--- src/rtl/hwpe_ctrl_package.sv ---
// Shared types and helpers for the HWPE control peripheral arbiter.
package hwpe_ctrl_package;

    localparam int unsigned HWPE_CTRL_ARB_MAX_NBREQ = 8;
    localparam int unsigned HWPE_CTRL_ARB_IDX_W     = $clog2(HWPE_CTRL_ARB_MAX_NBREQ);

    typedef logic [HWPE_CTRL_ARB_IDX_W-1:0] arb_idx_t;

    // Index following idx in a ring of n initiators.
    function automatic arb_idx_t arb_next_idx(input arb_idx_t idx, input int unsigned n);
        return (32'(idx) + 32'd1 >= n) ? '0 : idx + arb_idx_t'(1);
    endfunction

endpackage

--- src/rtl/hwpe_ctrl_arb_idx_fifo.sv ---
// Small synchronous FIFO holding the initiator index of each outstanding transfer.
module hwpe_ctrl_arb_idx_fifo #(
    parameter int unsigned Width = 3,
    parameter int unsigned Depth = 4
) (
    input  logic             clk_i,
    input  logic             rst_ni,
    input  logic             push,
    input  logic             pop,
    input  logic [Width-1:0] data_in,
    output logic [Width-1:0] data_out,
    output logic             full,
    output logic             empty
);

    localparam int unsigned PtrW = $clog2(Depth);

    logic [PtrW:0]      wr_ptr;
    logic [PtrW:0]      rd_ptr;
    logic [Width-1:0]   mem [Depth];

    // Extra pointer MSB distinguishes full from empty when the indices match.
    assign empty    = (wr_ptr == rd_ptr);
    assign full     = (wr_ptr[PtrW] != rd_ptr[PtrW]) &&
                      (wr_ptr[PtrW-1:0] == rd_ptr[PtrW-1:0]);
    assign data_out = mem[rd_ptr[PtrW-1:0]];

    always_ff @(posedge clk_i or negedge rst_ni) begin
        if (!rst_ni) begin
            wr_ptr <= '0;
            rd_ptr <= '0;
            for (int unsigned i = 0; i < Depth; i++) begin
                mem[i] <= '0;
            end
        end else begin
            if (push && !full) begin
                mem[wr_ptr[PtrW-1:0]] <= data_in;
                wr_ptr                <= wr_ptr + (PtrW+1)'(1);
            end
            if (pop && !empty) begin
                rd_ptr <= rd_ptr + (PtrW+1)'(1);
            end
        end
    end

endmodule

--- src/rtl/hwpe_ctrl_periph_arbiter.sv ---
// Round-robin arbiter sharing one peripheral target among NbReq initiators.
// Optional macro HWPE_CTRL_PERIPH_ARB_PRIO_EN gives initiator 0 fixed top priority.
module hwpe_ctrl_periph_arbiter
    import hwpe_ctrl_package::*;
#(
    parameter int unsigned NbReq          = 2,
    parameter int unsigned AddrWidth      = 32,
    parameter int unsigned DataWidth      = 32,
    parameter int unsigned IdWidth        = 8,
    parameter int unsigned MaxOutstanding = 4
) (
    input  logic                            clk_i,
    input  logic                            rst_ni,
    input  logic [NbReq-1:0]                in_req_i,
    output logic [NbReq-1:0]                in_gnt_o,
    input  logic [NbReq*AddrWidth-1:0]      in_add_i,
    input  logic [NbReq-1:0]                in_wen_i,
    input  logic [NbReq*(DataWidth/8)-1:0]  in_be_i,
    input  logic [NbReq*DataWidth-1:0]      in_data_i,
    input  logic [NbReq*IdWidth-1:0]        in_id_i,
    output logic [DataWidth-1:0]            in_r_data_o,
    output logic [NbReq-1:0]                in_r_valid_o,
    output logic [IdWidth-1:0]              in_r_id_o,
    output logic                            out_req_o,
    output logic [AddrWidth-1:0]            out_add_o,
    output logic                            out_wen_o,
    output logic [DataWidth/8-1:0]          out_be_o,
    output logic [DataWidth-1:0]            out_data_o,
    output logic [IdWidth-1:0]              out_id_o,
    input  logic                            out_gnt_i,
    input  logic [DataWidth-1:0]            out_r_data_i,
    input  logic                            out_r_valid_i,
    input  logic [IdWidth-1:0]              out_r_id_i,
    output logic                            proto_err_o
);

    localparam int unsigned BeWidth = DataWidth / 8;

    arb_idx_t     rr_ptr;
    arb_idx_t     winner;
    arb_idx_t     fifo_head;
    logic         found;
    int unsigned  cand;
    logic         fifo_full;
    logic         fifo_empty;
    logic         xfer;
    logic         pop;

    // Scan from the round-robin pointer for the first requester.
    always_comb begin
        winner = '0;
        found  = 1'b0;
        cand   = 0;
        for (int unsigned k = 0; k < NbReq; k++) begin
            cand = 32'(rr_ptr) + k;
            if (cand >= NbReq) begin
                cand = cand - NbReq;
            end
`ifdef HWPE_CTRL_PERIPH_ARB_PRIO_EN
            if (!found && cand != 0 && in_req_i[cand]) begin
`else
            if (!found && in_req_i[cand]) begin
`endif
                found  = 1'b1;
                winner = arb_idx_t'(cand);
            end
        end
`ifdef HWPE_CTRL_PERIPH_ARB_PRIO_EN
        if (in_req_i[0]) begin
            found  = 1'b1;
            winner = '0;
        end
`endif
    end

    assign out_req_o = found && !fifo_full;
    assign xfer      = out_req_o && out_gnt_i;

    // Route the winner's fields to the target and the target grant back.
    always_comb begin
        out_add_o  = '0;
        out_wen_o  = 1'b0;
        out_be_o   = '0;
        out_data_o = '0;
        out_id_o   = '0;
        in_gnt_o   = '0;
        for (int unsigned i = 0; i < NbReq; i++) begin
            if (found && winner == arb_idx_t'(i)) begin
                out_add_o   = in_add_i[i*AddrWidth +: AddrWidth];
                out_wen_o   = in_wen_i[i];
                out_be_o    = in_be_i[i*BeWidth +: BeWidth];
                out_data_o  = in_data_i[i*DataWidth +: DataWidth];
                out_id_o    = in_id_i[i*IdWidth +: IdWidth];
                in_gnt_o[i] = out_gnt_i && !fifo_full;
            end
        end
    end

    assign pop         = out_r_valid_i && !fifo_empty;
    assign proto_err_o = out_r_valid_i && fifo_empty;
    assign in_r_data_o = out_r_data_i;
    assign in_r_id_o   = out_r_id_i;

    always_comb begin
        in_r_valid_o = '0;
        for (int unsigned i = 0; i < NbReq; i++) begin
            if (pop && fifo_head == arb_idx_t'(i)) begin
                in_r_valid_o[i] = 1'b1;
            end
        end
    end

    always_ff @(posedge clk_i or negedge rst_ni) begin
        if (!rst_ni) begin
            rr_ptr <= '0;
        end else if (xfer) begin
`ifdef HWPE_CTRL_PERIPH_ARB_PRIO_EN
            if (winner != '0) begin
                rr_ptr <= arb_next_idx(winner, NbReq);
            end
`else
            rr_ptr <= arb_next_idx(winner, NbReq);
`endif
        end
    end

    hwpe_ctrl_arb_idx_fifo #(
        .Width (HWPE_CTRL_ARB_IDX_W),
        .Depth (MaxOutstanding)
    ) i_idx_fifo (
        .clk_i    (clk_i),
        .rst_ni   (rst_ni),
        .push     (xfer),
        .pop      (pop),
        .data_in  (winner),
        .data_out (fifo_head),
        .full     (fifo_full),
        .empty    (fifo_empty)
    );

endmodule

--- config.mk ---
export PLATFORM = sky130hd
export DESIGN_NAME = hwpe_ctrl_periph_arbiter
export DESIGN_NICKNAME = d
export VERILOG_FILES = /design/src/rtl/hwpe_ctrl_package.sv /design/src/rtl/hwpe_ctrl_arb_idx_fifo.sv /design/src/rtl/hwpe_ctrl_periph_arbiter.sv
export SDC_FILE = /design/constraint.sdc
export NUM_CORES = 1
export LEC_CHECK = 0
export ABC_CLOCK_PERIOD_IN_PS = 2800
export CAP_MARGIN = 20
export CORE_AREA = 5 5 123 125
export DETAILED_ROUTE_END_ITERATION = 10
export DIE_AREA = 0 0 128 130
export PLACE_DENSITY = 0.6
export SLEW_MARGIN = 30
export SYNTH_ARGS = -nofsm -noshare
export SYNTH_HDL_FRONTEND = slang
export SYNTH_SLANG_ARGS = --single-unit
export TNS_END_PERCENT = 100
--- constraint.sdc ---
create_clock -name clk_i -period 2.8 [get_ports clk_i]
set_input_delay 0.56 -clock clk_i [delete_from_list [all_inputs] [get_ports clk_i]]
set_output_delay 0.56 -clock clk_i [all_outputs]
set_load 0.02 [all_outputs]
==> results summary <==
The run finished, with violations left. The checks that failed: setup timing. The effective utilization at floorplan is a little under a fifth.

The shortest clock period the worst path allows after layout came out at 3380 ps. After clock tree synthesis, the flow added hold-fix buffers numbering 0. The number of global-route vias before repair is roughly 3,700. Relative to the synthesized area, the layout overhead comes to 117%. The number of violations reported at the end of detailed-routing iteration 0 is 116.

The number of distinct standard cells referenced by the synthesized netlist came out at 34. The startpoint identified for the worst register-to-register timing path is rr_ptr[0]$_DFFE_PN0P_. The mux share of post-synthesis cell area is under 10%. The combinational power share came out at approximately four fifths.

The power share of the clock group came out at 7.0%. The count of final max-slew check failures is 0. At the pin with the least slew margin, the transition time is approximately 400 ps.

Clock tree synthesis selected as its root buffer the cell clkbuf_16. The synthesized design contains 0 enable-type register cells. The number of antenna diodes came out at 0. Of the total synthesized cell area, the portion taken by AND, OR, NAND and NOR gates is about 17%. The adder and majority gate portion of the synthesized area came out at under 10%.

Across the whole layout, storage elements account for roughly 530 sq um. The number of standard-cell rows in the floorplan came out at 43. The power per cell area is slightly below 800 mW/mm^2. Measured against its own limit, the worst slew margin works out to 72.6%. The overflow left after global routing came out at 0. The area of the die came out at ~0.017 sq mm. In this run the most critical hold path is launched from i_idx_fifo.wr_ptr[2]$_DFFE_PN0P_. Leaving out fill and tap cells, the most frequent cell in the layout is clkdlybuf4s50_1. Setup repair after global routing could not meet its margin everywhere. The filler cell count is approximately 1,400. The total buffers and inverters traversed by the critical path came out at 2. In this run the deepest clock path goes through 2 buffers. The TritonCTS buffer count is 3. The remaining antenna violation count came out at 0. The synthesized netlist devotes under 10% of its cell area to XOR and XNOR gates.

The overall die width is around 130 um. Timing would allow up to just under 0.3 GHz. The worst hold path terminates at i_idx_fifo.wr_ptr[2]$_DFFE_PN0P_. The routability congestion estimate from global placement came out at 0.779. The worst hold slack came out at a little under 500 ps. By area, the combinational part of the netlist is dominated by compound AO/OA/AOI/OAI gates. The maximum level of the CTS H-tree came out at 1. The standard cell core area is about 0.014 sq mm. The endpoint identified for the worst register-to-register timing path is rr_ptr[0]$_DFFE_PN0P_. The first global-routing pass estimated ~18 mm of wire. In the routed design, unresolved DRC markers number 0. Timing analysis after detailed placement gives a worst setup slack of -629 ps.

The number of cell instances on the worst register-to-register path came out at 13. For the final database, setup skew stands at approximately 2.2 ps. The largest fanout on the critical path is 10. The worst setup path is captured at a primary output.

Of the total power, the share spent switching nets is about 47%. The insertion delay to the later sink of the worst-skew pair is between 200 and 300 ps. The kind of cell with the highest combined delay along the critical path is buffers and inverters.

The number of nets in the synthesized netlist is 550. The number of nets in the layout came out at about 760. The primary flip-flop cell chosen by synthesis mapping is dfrtp_1. The number of instances in the synthesized netlist is between 300 and 400. The maximum number of pins on one net before global-route repair is 46. TritonCTS built the clock tree. The post-detailed-route via-to-cell ratio is around 4.5. The total via count in the routed design is about 3,300. For this run, the total global-route usage over all layers was measured as a little over an eighth. The highest ir drop seen on vdd came out at 0.320 mV. The cell-internal power came out at between 0.002 and 0.0025 W. The analysis attributes to cell leakage a power of approximately 2.3 nW.

The maximum cell stage delay along the critical path is roughly 450 ps. Synthesis inferred 21 register bits. The worst path setup slack after routing came out at -575 ps. The count of cells in the finished layout, fillers not included, comes to 728. Setup violations remaining at the end of the flow were counted as 79. The half-perimeter wire length after placement came out at between 10 and 15 mm. The clock edge transition at the registers on the reported setup and hold paths is about 60 ps.

The mean routed wirelength per cell is roughly 17 um. The count of clock tree sinks is 21. The top cell types in the final layout, fill and taps aside, are clkdlybuf4s50_1, a22oi_1, nor2_2. The critical path goes through ha_4 > xnor2_4 > ha_2 > a21bo_4 > a21oi_2 > xnor2_1 > o2bb2ai_2 > or2_4 > buf_4 > nor2_2 > dlygate4sd2_1. The total area of multi-input combinational cells is approximately 0.0019 sq mm. Summing internal, switching and leakage power gives approximately 0.0043 W. The first TritonRoute pass finished after 4 iterations.

The fraction of power consumed by sequential logic is between 10% and 20%. The average cell area after synthesis is 7.56 sq um. The power spent charging and discharging nets came out at a little over 0.002 W. The number of antenna violations at the first check in global routing is 0.

During synthesis, Yosys emitted a total of 0 warnings. The total of buffers placed on input and output ports came out at between 200 and 250. The synthesized-area fraction occupied by ao, oa, aoi and oai cells came out at approximately 28%. For this run, the register share of the synthesized area comes to 20.6%. The top-level port count came out at between 300 and 400. The post-placement cell count came out at between 700 and 800. The die is about 130 um tall. The worst path uses 121% of the clock period. The synthesized netlist occupies a cell area of between 0.002 and 0.003 sq mm. The share of synthesized flip-flops with an asynchronous set or reset came out at between 90% and 100%.

The worst setup path is launched from a register. The critical path is of the register to primary output type. The arrival time of the worst setup path came out at around 2800 ps. The tightest min-delay check is of the register to register type.

The data required time at the worst endpoint came out at roughly 2200 ps. The number of instances on the worst hold path is 1. The final-report hold violation count is 0. The routed wire length came out at 12.1 mm. The worst reg-to-reg setup slack came out at roughly 300 ps.

Among all stages on the critical path, the largest delay is contributed by dfrtp_2. The share of post-route cells with drive strength above 1 is about two fifths. The count of maximum capacitance violations came out at 0.
final cells by class:
class                      count  share of cell area (%)
multi-input combinational    240                    34.8
clock inverter                 1                  0.0902
clock buffer                   3                    1.35
sequential                    21                    9.51
timing repair buffer         274                    49.6
inverter                       9                   0.609
tap                          180                    4.06
worst max path at each step:
stage                           from        endpoint  cells after the start
2_1_floorplan  rr_ptr[0]$_DFFE_PN0P_   out_add_o[21]                     12
3_3_place_gp             in_req_i[0]    out_add_o[3]                      9
3_5_place_dp             in_req_i[0]     out_be_o[0]                      9
4_1_cts        rr_ptr[0]$_DFFE_PN0P_     out_be_o[0]                     11
5_1_grt        rr_ptr[0]$_DFFE_PN0P_   out_add_o[28]                     11
6_report       rr_ptr[0]$_DFFE_PN0P_  out_data_o[26]                     11
sequential cells by signal (all words and copies together), names as in the netlist:
name               cells
i_idx_fifo.mem        12
i_idx_fifo.rd_ptr      3
i_idx_fifo.wr_ptr      3
rr_ptr                 3
stage by stage:
step,util (%),area [sq um],TNS [ps]
global placement,39.0,5370,-43570
detailed placement,39.0,5370,-45930
finish,40.3,5550,-34300
CTS,40.1,5520,-39780
floorplan,-,2880,-7030
global route,40.3,5550,-44240
repair_timing:
item,4_1_cts,5_1_grt
setup buffers,5,2
resized for setup,254,119
pin swaps,1,2
setup endpoints to repair,80,80
Yosys cell counts (3+ instances only):
| master | count | area [sq um] |
|---|---|---|
| nor2_1 | 86 | 323 |
| a22oi_1 | 78 | 586 |
| buf_4 | 41 | 308 |
| dfrtp_1 | 21 | 526 |
| clkbuf_1 | 17 | 63.8 |
| mux2_2 | 13 | 146 |
| ha_1 | 12 | 150 |
| nand2_1 | 9 | 33.8 |
| buf_2 | 8 | 40.0 |
| inv_1 | 8 | 30.0 |
| xnor2_1 | 8 | 70.1 |
| a21oi_1 | 4 | 20.0 |
| a21o_1 | 3 | 22.5 |
| xor2_1 | 3 | 26.3 |
kinds of logic after synthesis:
kind of cell	after synthesis
AND/OR/NAND/NOR	107
AO/OA/AOI/OAI	96
buffers and inverters	77
flip-flops	21
multiplexers	14
adder cells (fa/ha/maj)	12
XOR/XNOR	11
power groups by stage:
| stage | clock network [W] | logic (W) | registers [W] |
|---|---|---|---|
| floorplan | 0 | 0.00201 | 0.000514 |
| detailed placement | 0 | 0.00337 | 0.000550 |
| finish | 0.000298 | 0.00344 | 0.000542 |
| global placement | 0 | 0.00334 | 0.000538 |
| CTS | 0.000308 | 0.00337 | 0.000544 |
| global route | 0.000322 | 0.00370 | 0.000558 |
worst reg2reg max path, stage by stage (launching register included):
cell and delay, ps:
dfrtp_2 450, ha_4 200, xnor2_4 150, ha_2 190, a21bo_4 240, a21oi_2 120
xnor2_1 160, o2bb2ai_2 100, buf_4 130, buf_4 140, ha_1 260, nor2_1 110
nand2_1 60, o22ai_1 110
routing by layer:
| metal | track usage, % | up-vias | share of wire [%] |
|---|---|---|---|
| met4 | 2.37 | 0 | 0.92 |
| met3 | 3.68 | 18 | 8.3 |
| met1 | 15.4 | 1515 | 38 |
| met5 | 0 | - | 0 |
| met2 | 25.3 | 147 | 53 |
| li1 | - | 1570 | - |
(Power assumes the default switching activity.)
